File: config.mk
export PLATFORM = sky130hd
export DESIGN_NAME = control_unit
export DESIGN_NICKNAME = d
export VERILOG_FILES = /design/src/rtl/cpu_ctrl_pkg.sv /design/src/rtl/opcode_decode.sv /design/src/rtl/control_unit.sv
export SDC_FILE = /design/constraint.sdc
export NUM_CORES = 1
export LEC_CHECK = 0
export CORE_MARGIN = 5
export CORE_UTILIZATION = 33
export DETAILED_ROUTE_END_ITERATION = 10
export PLACE_DENSITY = 0.88
export SLEW_MARGIN = 20
export SYNTH_ARGS = -nofsm -noshare
export SYNTH_HDL_FRONTEND = slang
export SYNTH_SLANG_ARGS = --single-unit
File: constraint.sdc
create_clock -name clk -period 1.75 [get_ports clk]
set_input_delay 0.35 -clock clk [delete_from_list [all_inputs] [get_ports clk]]
set_output_delay 0.35 -clock clk [all_outputs]
set_load 0.02 [all_outputs]
File: src/rtl/cpu_ctrl_pkg.sv
// rtl/cpu_ctrl_pkg.sv - opcodes, control-word bit indices and state/class encodings
package cpu_ctrl_pkg;

  localparam int CTRL_W = 39;
  localparam int ALU_W  = 13;

  localparam logic [4:0] OP_LD   = 5'd0;
  localparam logic [4:0] OP_LDI  = 5'd1;
  localparam logic [4:0] OP_ST   = 5'd2;
  localparam logic [4:0] OP_ADD  = 5'd3;
  localparam logic [4:0] OP_SUB  = 5'd4;
  localparam logic [4:0] OP_AND  = 5'd5;
  localparam logic [4:0] OP_OR   = 5'd6;
  localparam logic [4:0] OP_SHR  = 5'd7;
  localparam logic [4:0] OP_SHL  = 5'd8;
  localparam logic [4:0] OP_ROR  = 5'd9;
  localparam logic [4:0] OP_ROL  = 5'd10;
  localparam logic [4:0] OP_ADDI = 5'd11;
  localparam logic [4:0] OP_ANDI = 5'd12;
  localparam logic [4:0] OP_ORI  = 5'd13;
  localparam logic [4:0] OP_MUL  = 5'd14;
  localparam logic [4:0] OP_DIV  = 5'd15;
  localparam logic [4:0] OP_NEG  = 5'd16;
  localparam logic [4:0] OP_NOT  = 5'd17;
  localparam logic [4:0] OP_BR   = 5'd18;
  localparam logic [4:0] OP_JR   = 5'd19;
  localparam logic [4:0] OP_JAL  = 5'd20;
  localparam logic [4:0] OP_IN   = 5'd21;
  localparam logic [4:0] OP_OUT  = 5'd22;
  localparam logic [4:0] OP_MFHI = 5'd23;
  localparam logic [4:0] OP_MFLO = 5'd24;
  localparam logic [4:0] OP_NOP  = 5'd25;
  localparam logic [4:0] OP_HALT = 5'd26;

  // Bus sources 0..8, strobes 9..20, register select 21..25, ALU ops 26..38
  localparam int C_COUT = 0, C_HIOUT = 1, C_LOOUT = 2, C_ZHIGHOUT = 3, C_ZLOWOUT = 4;
  localparam int C_PCOUT = 5, C_MDROUT = 6, C_BAOUT = 7, C_INPORTOUT = 8;
  localparam int C_READ = 9, C_WRITE = 10, C_PCIN = 11, C_IRIN = 12, C_MARIN = 13, C_YIN = 14;
  localparam int C_HIIN = 15, C_LOIN = 16, C_ZIN = 17, C_MDRIN = 18, C_CONIN = 19, C_OUTPORT = 20;
  localparam int C_GRA = 21, C_GRB = 22, C_GRC = 23, C_RIN = 24, C_ROUT = 25;
  localparam int C_AND = 26, C_OR = 27, C_ADD = 28, C_SUB = 29, C_MUL = 30, C_DIV = 31;
  localparam int C_SHR = 32, C_SHL = 33, C_ROR = 34, C_ROL = 35, C_NEG = 36, C_NOT = 37;
  localparam int C_INCPC = 38;

  typedef enum logic [3:0] {
    S_RST, S_IDLE, S_F0, S_F1, S_F2, S_F3, S_E1, S_E2, S_E3, S_E4, S_E5, S_HALT
  } state_e;

  typedef enum logic [3:0] {
    CLS_ALU3, CLS_IMM, CLS_LD, CLS_LDI, CLS_ST, CLS_MULDIV, CLS_UNARY, CLS_BR,
    CLS_JR, CLS_IN, CLS_OUT, CLS_MFHI, CLS_MFLO, CLS_NOP, CLS_HALT
  } cls_e;

  function automatic logic [CTRL_W-1:0] cb(input int idx);
    return CTRL_W'(1) << idx;
  endfunction

  function automatic logic [ALU_W-1:0] alu_sel(input int idx);
    return ALU_W'(1) << (idx - C_AND);
  endfunction

endpackage

File: src/rtl/opcode_decode.sv
// rtl/opcode_decode.sv - maps the 5-bit opcode to an instruction class and one-hot ALU op
module opcode_decode
  import cpu_ctrl_pkg::*;
(
  input  logic [4:0]       opcode_i,
  output cls_e             cls_o,
  output logic [ALU_W-1:0] alu_op_o
);

  always_comb begin
    cls_o    = CLS_NOP;
    alu_op_o = '0;
    case (opcode_i)
      OP_LD:   cls_o = CLS_LD;
      OP_LDI:  cls_o = CLS_LDI;
      OP_ST:   cls_o = CLS_ST;
      OP_ADD:  begin cls_o = CLS_ALU3;   alu_op_o = alu_sel(C_ADD); end
      OP_SUB:  begin cls_o = CLS_ALU3;   alu_op_o = alu_sel(C_SUB); end
      OP_AND:  begin cls_o = CLS_ALU3;   alu_op_o = alu_sel(C_AND); end
      OP_OR:   begin cls_o = CLS_ALU3;   alu_op_o = alu_sel(C_OR);  end
      OP_SHR:  begin cls_o = CLS_ALU3;   alu_op_o = alu_sel(C_SHR); end
      OP_SHL:  begin cls_o = CLS_ALU3;   alu_op_o = alu_sel(C_SHL); end
      OP_ROR:  begin cls_o = CLS_ALU3;   alu_op_o = alu_sel(C_ROR); end
      OP_ROL:  begin cls_o = CLS_ALU3;   alu_op_o = alu_sel(C_ROL); end
      OP_ADDI: begin cls_o = CLS_IMM;    alu_op_o = alu_sel(C_ADD); end
      OP_ANDI: begin cls_o = CLS_IMM;    alu_op_o = alu_sel(C_AND); end
      OP_ORI:  begin cls_o = CLS_IMM;    alu_op_o = alu_sel(C_OR);  end
      OP_MUL:  begin cls_o = CLS_MULDIV; alu_op_o = alu_sel(C_MUL); end
      OP_DIV:  begin cls_o = CLS_MULDIV; alu_op_o = alu_sel(C_DIV); end
      OP_NEG:  begin cls_o = CLS_UNARY;  alu_op_o = alu_sel(C_NEG); end
      OP_NOT:  begin cls_o = CLS_UNARY;  alu_op_o = alu_sel(C_NOT); end
      OP_BR:   cls_o = CLS_BR;
      OP_JR:   cls_o = CLS_JR;
      OP_IN:   cls_o = CLS_IN;
      OP_OUT:  cls_o = CLS_OUT;
      OP_MFHI: cls_o = CLS_MFHI;
      OP_MFLO: cls_o = CLS_MFLO;
      OP_HALT: cls_o = CLS_HALT;
      default: cls_o = CLS_NOP;
    endcase
  end

endmodule

File: src/rtl/control_unit.sv
// rtl/control_unit.sv - hardwired fetch/execute sequencer driving the single-bus datapath
module control_unit
  import cpu_ctrl_pkg::*;
(
  input  logic              clk,
  input  logic              clear,
  input  logic [31:0]       ir,
  input  logic              con_ff,
  input  logic              mem_rdy,
  input  logic              stop,
  output logic [CTRL_W-1:0] ctrl,
  output logic              run
);

  state_e           state_q, state_d;
  cls_e             cls;
  logic [ALU_W-1:0] alu_op;
  logic [2:0]       n_steps;
  state_e           fin;
  logic             unused_ir_bits;

  assign unused_ir_bits = ^ir[26:0];

  opcode_decode u_dec (
    .opcode_i (ir[31:27]),
    .cls_o    (cls),
    .alu_op_o (alu_op)
  );

  always_ff @(posedge clk or posedge clear) begin
    if (clear) state_q <= S_RST;
    else       state_q <= state_d;
  end

  always_comb begin
    case (cls)
      CLS_ALU3, CLS_IMM, CLS_LDI: n_steps = 3'd3;
      CLS_LD, CLS_ST:             n_steps = 3'd5;
      CLS_MULDIV, CLS_BR:         n_steps = 3'd4;
      CLS_UNARY:                  n_steps = 3'd2;
      default:                    n_steps = 3'd1;
    endcase
  end

  // stop only matters on the step that would otherwise lead into F0
  assign fin = stop ? S_IDLE : S_F0;

  always_comb begin
    state_d = state_q;
    case (state_q)
      S_RST, S_IDLE: state_d = fin;
      S_F0:          state_d = S_F1;
      S_F1:          state_d = S_F2;
      S_F2:          state_d = mem_rdy ? S_F3 : S_F2;
      S_F3: begin
        if (cls == CLS_HALT)     state_d = S_HALT;
        else if (cls == CLS_NOP) state_d = fin;
        else                     state_d = S_E1;
      end
      S_E1: state_d = (n_steps == 3'd1) ? fin : S_E2;
      S_E2: state_d = (n_steps == 3'd2) ? fin : S_E3;
      S_E3: state_d = (n_steps == 3'd3) ? fin : S_E4;
      S_E4: begin
        if (cls == CLS_LD && !mem_rdy) state_d = S_E4;
        else                           state_d = (n_steps == 3'd4) ? fin : S_E5;
      end
      S_E5:   state_d = (cls == CLS_ST && !mem_rdy) ? S_E5 : fin;
      S_HALT: state_d = S_HALT;
      default: state_d = S_RST;
    endcase
  end

  always_comb begin
    ctrl = '0;
    case (state_q)
      S_F0: ctrl = cb(C_PCOUT) | cb(C_MARIN) | cb(C_INCPC) | cb(C_ZIN);
      S_F1: ctrl = cb(C_ZLOWOUT) | cb(C_PCIN);
      S_F2: ctrl = cb(C_READ) | cb(C_MDRIN);
      S_F3: ctrl = cb(C_MDROUT) | cb(C_IRIN);
      S_E1: case (cls)
        CLS_ALU3, CLS_IMM:        ctrl = cb(C_GRB) | cb(C_ROUT) | cb(C_YIN);
        CLS_LD, CLS_LDI, CLS_ST:  ctrl = cb(C_GRB) | cb(C_BAOUT) | cb(C_YIN);
        CLS_MULDIV:               ctrl = cb(C_GRA) | cb(C_ROUT) | cb(C_YIN);
        CLS_UNARY: begin
          ctrl = cb(C_GRB) | cb(C_ROUT) | cb(C_ZIN);
          ctrl[C_AND +: ALU_W] = alu_op;
        end
        CLS_BR:   ctrl = cb(C_GRA) | cb(C_ROUT) | cb(C_CONIN);
        CLS_JR:   ctrl = cb(C_GRA) | cb(C_ROUT) | cb(C_PCIN);
        CLS_IN:   ctrl = cb(C_INPORTOUT) | cb(C_GRA) | cb(C_RIN);
        CLS_OUT:  ctrl = cb(C_GRA) | cb(C_ROUT) | cb(C_OUTPORT);
        CLS_MFHI: ctrl = cb(C_HIOUT) | cb(C_GRA) | cb(C_RIN);
        CLS_MFLO: ctrl = cb(C_LOOUT) | cb(C_GRA) | cb(C_RIN);
        default:  ctrl = '0;
      endcase
      S_E2: case (cls)
        CLS_ALU3, CLS_IMM, CLS_MULDIV: begin
          ctrl = (cls == CLS_IMM) ? cb(C_COUT) | cb(C_ZIN)
               : cb((cls == CLS_ALU3) ? C_GRC : C_GRB) | cb(C_ROUT) | cb(C_ZIN);
          ctrl[C_AND +: ALU_W] = alu_op;
        end
        CLS_LD, CLS_LDI, CLS_ST: ctrl = cb(C_COUT) | cb(C_ADD) | cb(C_ZIN);
        CLS_UNARY:               ctrl = cb(C_ZLOWOUT) | cb(C_GRA) | cb(C_RIN);
        CLS_BR:                  ctrl = cb(C_PCOUT) | cb(C_YIN);
        default:                 ctrl = '0;
      endcase
      S_E3: case (cls)
        CLS_ALU3, CLS_IMM, CLS_LDI: ctrl = cb(C_ZLOWOUT) | cb(C_GRA) | cb(C_RIN);
        CLS_LD, CLS_ST:             ctrl = cb(C_ZLOWOUT) | cb(C_MARIN);
        CLS_MULDIV:                 ctrl = cb(C_ZLOWOUT) | cb(C_LOIN);
        CLS_BR:                     ctrl = cb(C_COUT) | cb(C_ADD) | cb(C_ZIN);
        default:                    ctrl = '0;
      endcase
      S_E4: case (cls)
        CLS_LD:     ctrl = cb(C_READ) | cb(C_MDRIN);
        CLS_ST:     ctrl = cb(C_GRA) | cb(C_ROUT) | cb(C_MDRIN);
        CLS_MULDIV: ctrl = cb(C_ZHIGHOUT) | cb(C_HIIN);
        CLS_BR:     ctrl = con_ff ? (cb(C_ZLOWOUT) | cb(C_PCIN)) : '0;
        default:    ctrl = '0;
      endcase
      S_E5: case (cls)
        CLS_LD:  ctrl = cb(C_MDROUT) | cb(C_GRA) | cb(C_RIN);
        CLS_ST:  ctrl = cb(C_WRITE);
        default: ctrl = '0;
      endcase
      default: ctrl = '0;
    endcase
  end

  assign run = !(state_q inside {S_RST, S_IDLE, S_HALT});

endmodule

==> results_tabular.tex <==
\begin{tabular}{lr}
\hline
Metric & Value \\
\hline
\multicolumn{2}{l}{\textbf{Final layout}} \\
\quad Number of diodes & 0 \\
\quad Final net count & 349 \\
\quad Number of inserted filler cells in the final layout & 174 \\
\quad Flip-flop count of the largest register after layout & 4 \\
\quad Final Instance Count excl. Fillers & around 360 \\
\quad Register bank with the most flops & state\_q \\
\quad Layout cell share with drive strength beyond 1 & 0.668 \\
\quad Biggest regs & state\_q (4) \\
\quad Area growth, synth to finish & 142\% \\
\multicolumn{2}{l}{\textbf{Synthesis}} \\
\quad Cell area after synthesis & 1200 um\^{}2 \\
\quad Leading cell types by count after synthesis & sky130\_fd\_sc\_hd\_\_nor2\_1, sky130\_fd\_sc\_hd\_\_a21oi\_1, sky130\_fd\_sc\_hd\_\_nand2\_1 \\
\quad Yosys top cell area share & 0.0837 \\
\quad Leading cell types by total area after synthesis & sky130\_fd\_sc\_hd\_\_dfrtp\_1, sky130\_fd\_sc\_hd\_\_a21oi\_1, sky130\_fd\_sc\_hd\_\_nor2\_1 \\
\quad Register bit count reported by yosys & 4 \\
\quad Number of synthesized flops with an enable pin & 0 \\
\quad Post-Synthesis Net Count & $\sim$230 \\
\quad Most common flop cell mapped by yosys & sky130\_fd\_sc\_hd\_\_dfrtp\_1 \\
\quad Largest area contributor in the netlist & sky130\_fd\_sc\_hd\_\_dfrtp\_1 \\
\quad Fraction of synthesis flops using an asynchronous set or reset pin & 1.00 \\
\quad Register area share after synthesis & 0.0837 \\
\quad Post-Synthesis Cells & roughly 190 \\
\quad Number of distinct standard cells referenced by the synthesized netlist & 53 \\
\quad Synth warnings & 0 \\
\quad Post-Synthesis Mean Instance Area & 6.17 um\^{}2 \\
\quad Most frequent cell after synthesis & sky130\_fd\_sc\_hd\_\_nor2\_1 \\
\multicolumn{2}{l}{\textbf{Global route}} \\
\quad Pin count of the biggest net entering global routing & 21 \\
\quad Overall Global Routing Usage & 0.279 \\
\quad Global route total overflow & 0 \\
\quad Global-route wire length before repair & between 10000 and 15000 um \\
\quad Number of antenna violations at the first check in global routing & 0 \\
\quad Number of global-route vias before repair & between 2000 and 2500 \\
\multicolumn{2}{l}{\textbf{Outcome}} \\
\quad Violated checks & negative setup slack \\
\quad Status & complete, but fails checks \\
\multicolumn{2}{l}{\textbf{Pwr}} \\
\quad Sequential Power Share & 0.059 \\
\quad Pleak & 1.25 nW \\
\quad Highest ir drop seen on vdd & roughly 0.72 mV \\
\quad Clock share of power & 0.041 \\
\quad Switching share of power & 0.502 \\
\quad Pwr Density & between 1000 and 1500 nW/um\^{}2 \\
\quad Pint & between 0.001 and 0.0015 W \\
\quad Switching power of the nets & $\sim$0.0015 W \\
\quad Combinational cell fraction of total power & 0.901 \\
\multicolumn{2}{l}{\textbf{Critical path}} \\
\quad Top fanout value on the critical path & 3 \\
\quad Required @ worst endpoint & 1.40 ns \\
\quad Delay-heaviest family, CP & simple AND/OR/NAND/NOR gates \\
\quad CP Capture Type & output port \\
\quad Type of the setup path with the least slack & flip-flop to output port \\
\quad WP data arrival & 1.96 ns \\
\quad Delay of the slowest cell on the worst path & 0.60 ns \\
\quad Cell type of the slowest stage on the worst timing path & sky130\_fd\_sc\_hd\_\_or4b\_4 \\
\quad Kind of start point of the critical path & flip-flop \\
\quad Critical path buffer and inverter count & 1 \\
\quad Cell-by-cell trace of the critical path & or4b\_4 > nor4b\_4 > a211oi\_2 > o211ai\_1 > buf\_4 \\
\multicolumn{2}{l}{\textbf{CTS}} \\
\quad CTS root buffer & sky130\_fd\_sc\_hd\_\_clkbuf\_4 \\
\quad TritonCTS clock tree & built \\
\quad Cts-stage hold buffer count & 0 \\
\quad Clk pin slew, worst setup/hold paths & approximately 0.040 ns \\
\quad H-Tree Depth & 1 \\
\quad CTS sink cnt & 4 \\
\quad Total CTS buffers & 3 \\
\quad Maximum count of clock buffers along a single path & 2 \\
\quad Clock latency at the later pin of the worst-skew pair & 0.24 ns \\
\multicolumn{2}{l}{\textbf{Die}} \\
\quad Die Height & roughly 70 um \\
\quad Count of boundary I/O pins & 77 \\
\quad Core box area & approximately 3400 um\^{}2 \\
\quad Width of the die & $\sim$70 um \\
\quad Cell row count & 21 \\
\quad DIE AREA & 4930 um\^{}2 \\
\quad Initial Utilization & 0.350 \\
\multicolumn{2}{l}{\textbf{STA}} \\
\quad Share of the clock period used by the worst path after layout & 1.32 \\
\quad Final setup violation count & between 40 and 50 \\
\quad Actual transition at the worst max-transition pin & $\sim$0.37 ns \\
\quad Final Hold Violating Endpoints & 0 \\
\quad Worst hold slack & slightly below 0.3 ns \\
\quad F\_max & 0.432 GHz \\
\quad Worst Setup Slack, final & -0.564 ns \\
\quad Pins over their slew limit & 0 \\
\quad Max\_slew headroom & 0.752 \\
\quad Unrepaired setup endpoints after global routing & true \\
\quad Final Critical Period & 2.31 ns \\
\quad Skew final & 0.00416 ns \\
\multicolumn{2}{l}{\textbf{Placement}} \\
\quad Buffers added on ports & 49 \\
\quad RePlAce Congestion & between 1 and 1.5 \\
\quad Sum of net half-perimeters after detailed placement & approximately 4200 um \\
\quad Dpl cells & about 340 \\
\multicolumn{2}{l}{\textbf{Drt}} \\
\quad Met1 routed wirelength after detailed routing & slightly below 3000 um \\
\quad Highest Signal Layer & met4 \\
\quad Post-detailed-route wirelength per cell & 23.8 um \\
\quad DRC errors left & 0 \\
\quad Pre-antenna DRT Iters & 6 \\
\quad Via count of the routed design & 2411 \\
\quad Met2 layer wire length in the routed design & 3760 um \\
\quad Number of design-rule violations left by the first detailed-router iteration & roughly 440 \\
\quad Via count normalized by instance count & approximately 6.8 \\
\quad Routed length on met3 & $\sim$1200 um \\
\quad Routed WL & approximately 8500 um \\
\quad Final antenna-violating net count & 0 \\
\multicolumn{2}{l}{\textbf{Hold path}} \\
\quad Worst hold path type & input port to async pin \\
\multicolumn{2}{l}{\textbf{Run}} \\
\quad Number of max-cap violations & 0 \\
\hline
\end{tabular}
## power groups by stage
| stage | clock network, W | registers [W] | logic, W |
|---|---|---|---|
| 2_1_floorplan | 0 | 0.000175 | 0.000978 |
| 3_3_place_gp | 0 | 0.000158 | 0.00172 |
| 3_5_place_dp | 0 | 0.000160 | 0.00175 |
| 4_1_cts | 0.000118 | 0.000172 | 0.00203 |
| 5_1_grt | 0.000126 | 0.000180 | 0.00271 |
| 6_report | 0.000119 | 0.000172 | 0.00264 |
## routing by layer
metal | GRT usage | vias to the layer above
li1 | - | 960
met1 | 0.334 | 1088
met2 | 0.459 | 280
met3 | 0.0660 | 83
met4 | 0.149 | 0
met5 | 0 | -
## final cells by class
| class | count | area [um^2] | area share |
|---|---|---|---|
| multi-input cells | 161 | 1460 | 0.503 |
| inverters | 9 | 33.8 | 0.0117 |
| flip-flops and latches | 4 | 100 | 0.0346 |
| clock buffers | 3 | 22.5 | 0.00779 |
| repair buffers | 133 | 1220 | 0.423 |
| well taps | 46 | 57.6 | 0.0199 |
## final timing paths
| check | start | end | slack, ns | cells after the start |
|---|---|---|---|---|
| hold / removal | clear | state_q[3] | 0.30 | 2 |
| setup reg to reg | state_q[3] | state_q[3] | -0.15 | 7 |
| max in group asynchronous | clear | state_q[0] | 1.30 | 2 |
| min in group clk | state_q[0] | state_q[3] | 0.71 | 2 |
| hold reg to reg | state_q[0] | state_q[3] | 0.71 | 2 |
| setup / recovery | state_q[1] | ctrl[21] | -0.56 | 5 |
## worst reg2reg max path, delay by kind of cell, from the launching register on
kind	cells	cell delay (ns)
AO/OA/AOI/OAI	2	0.28
buffers and inverters	3	0.49
flip-flops	1	0.35
AND/OR/NAND/NOR	2	0.72
## cells by family (layout without fill, tap and decap cells)
kind of cell	Yosys count	in the layout	synth area share
buf+inv	29	145	0.101
mux	1	1	0.00837
flops	4	4	0.0837
compound gates	60	60	0.339
simple gates	100	100	0.468
## per-stage QoR
stage	setup slack (ns)	cell area [um^2]	power, W	utilization	TNS, ns
after floorplan	-0.131	1360	0.00115	-	-0.739
after global placement	-1.11	2270	0.00188	0.665	-35.67
after detailed placement	-1.14	2270	0.00191	0.665	-37.47
after CTS	-0.441	2540	0.00232	0.743	-9.60
after global routing	-0.604	2890	0.00302	0.847	-15.34
final	-0.564	2890	0.00293	0.847	-12.93
## cells in the final DEF (no fill, tap or decap), types with 4 or more instances in the layout
| cell type | count |
|---|---|
| sky130_fd_sc_hd__o21ai_2 | 4 |
| sky130_fd_sc_hd__buf_4 | 81 |
| sky130_fd_sc_hd__buf_6 | 36 |
| sky130_fd_sc_hd__or3_4 | 4 |
| sky130_fd_sc_hd__nor2_2 | 4 |
| sky130_fd_sc_hd__a21oi_1 | 15 |
| sky130_fd_sc_hd__nand2_1 | 10 |
| sky130_fd_sc_hd__nor3_2 | 4 |
| sky130_fd_sc_hd__nor2_1 | 14 |
| sky130_fd_sc_hd__o211ai_1 | 4 |
| sky130_fd_sc_hd__nand2_2 | 4 |
| sky130_fd_sc_hd__clkdlybuf4s50_1 | 4 |
| sky130_fd_sc_hd__nand3_1 | 4 |
| sky130_fd_sc_hd__nor3_4 | 7 |
| sky130_fd_sc_hd__nor2_4 | 6 |
| sky130_fd_sc_hd__dfrtp_1 | 4 |
| sky130_fd_sc_hd__nand2b_1 | 4 |
| sky130_fd_sc_hd__o21ai_0 | 5 |
| sky130_fd_sc_hd__inv_1 | 6 |
## what timing repair did
item / in CTS / in global routing
setup buffers: 7 / 9
gates resized for setup: 268 / 68
gates cloned: 3 / 1
endpoints found under the setup margin: 44 / 44
pin swaps: 19 / 8
No activity file was read; power rests on OpenSTA's default activity.
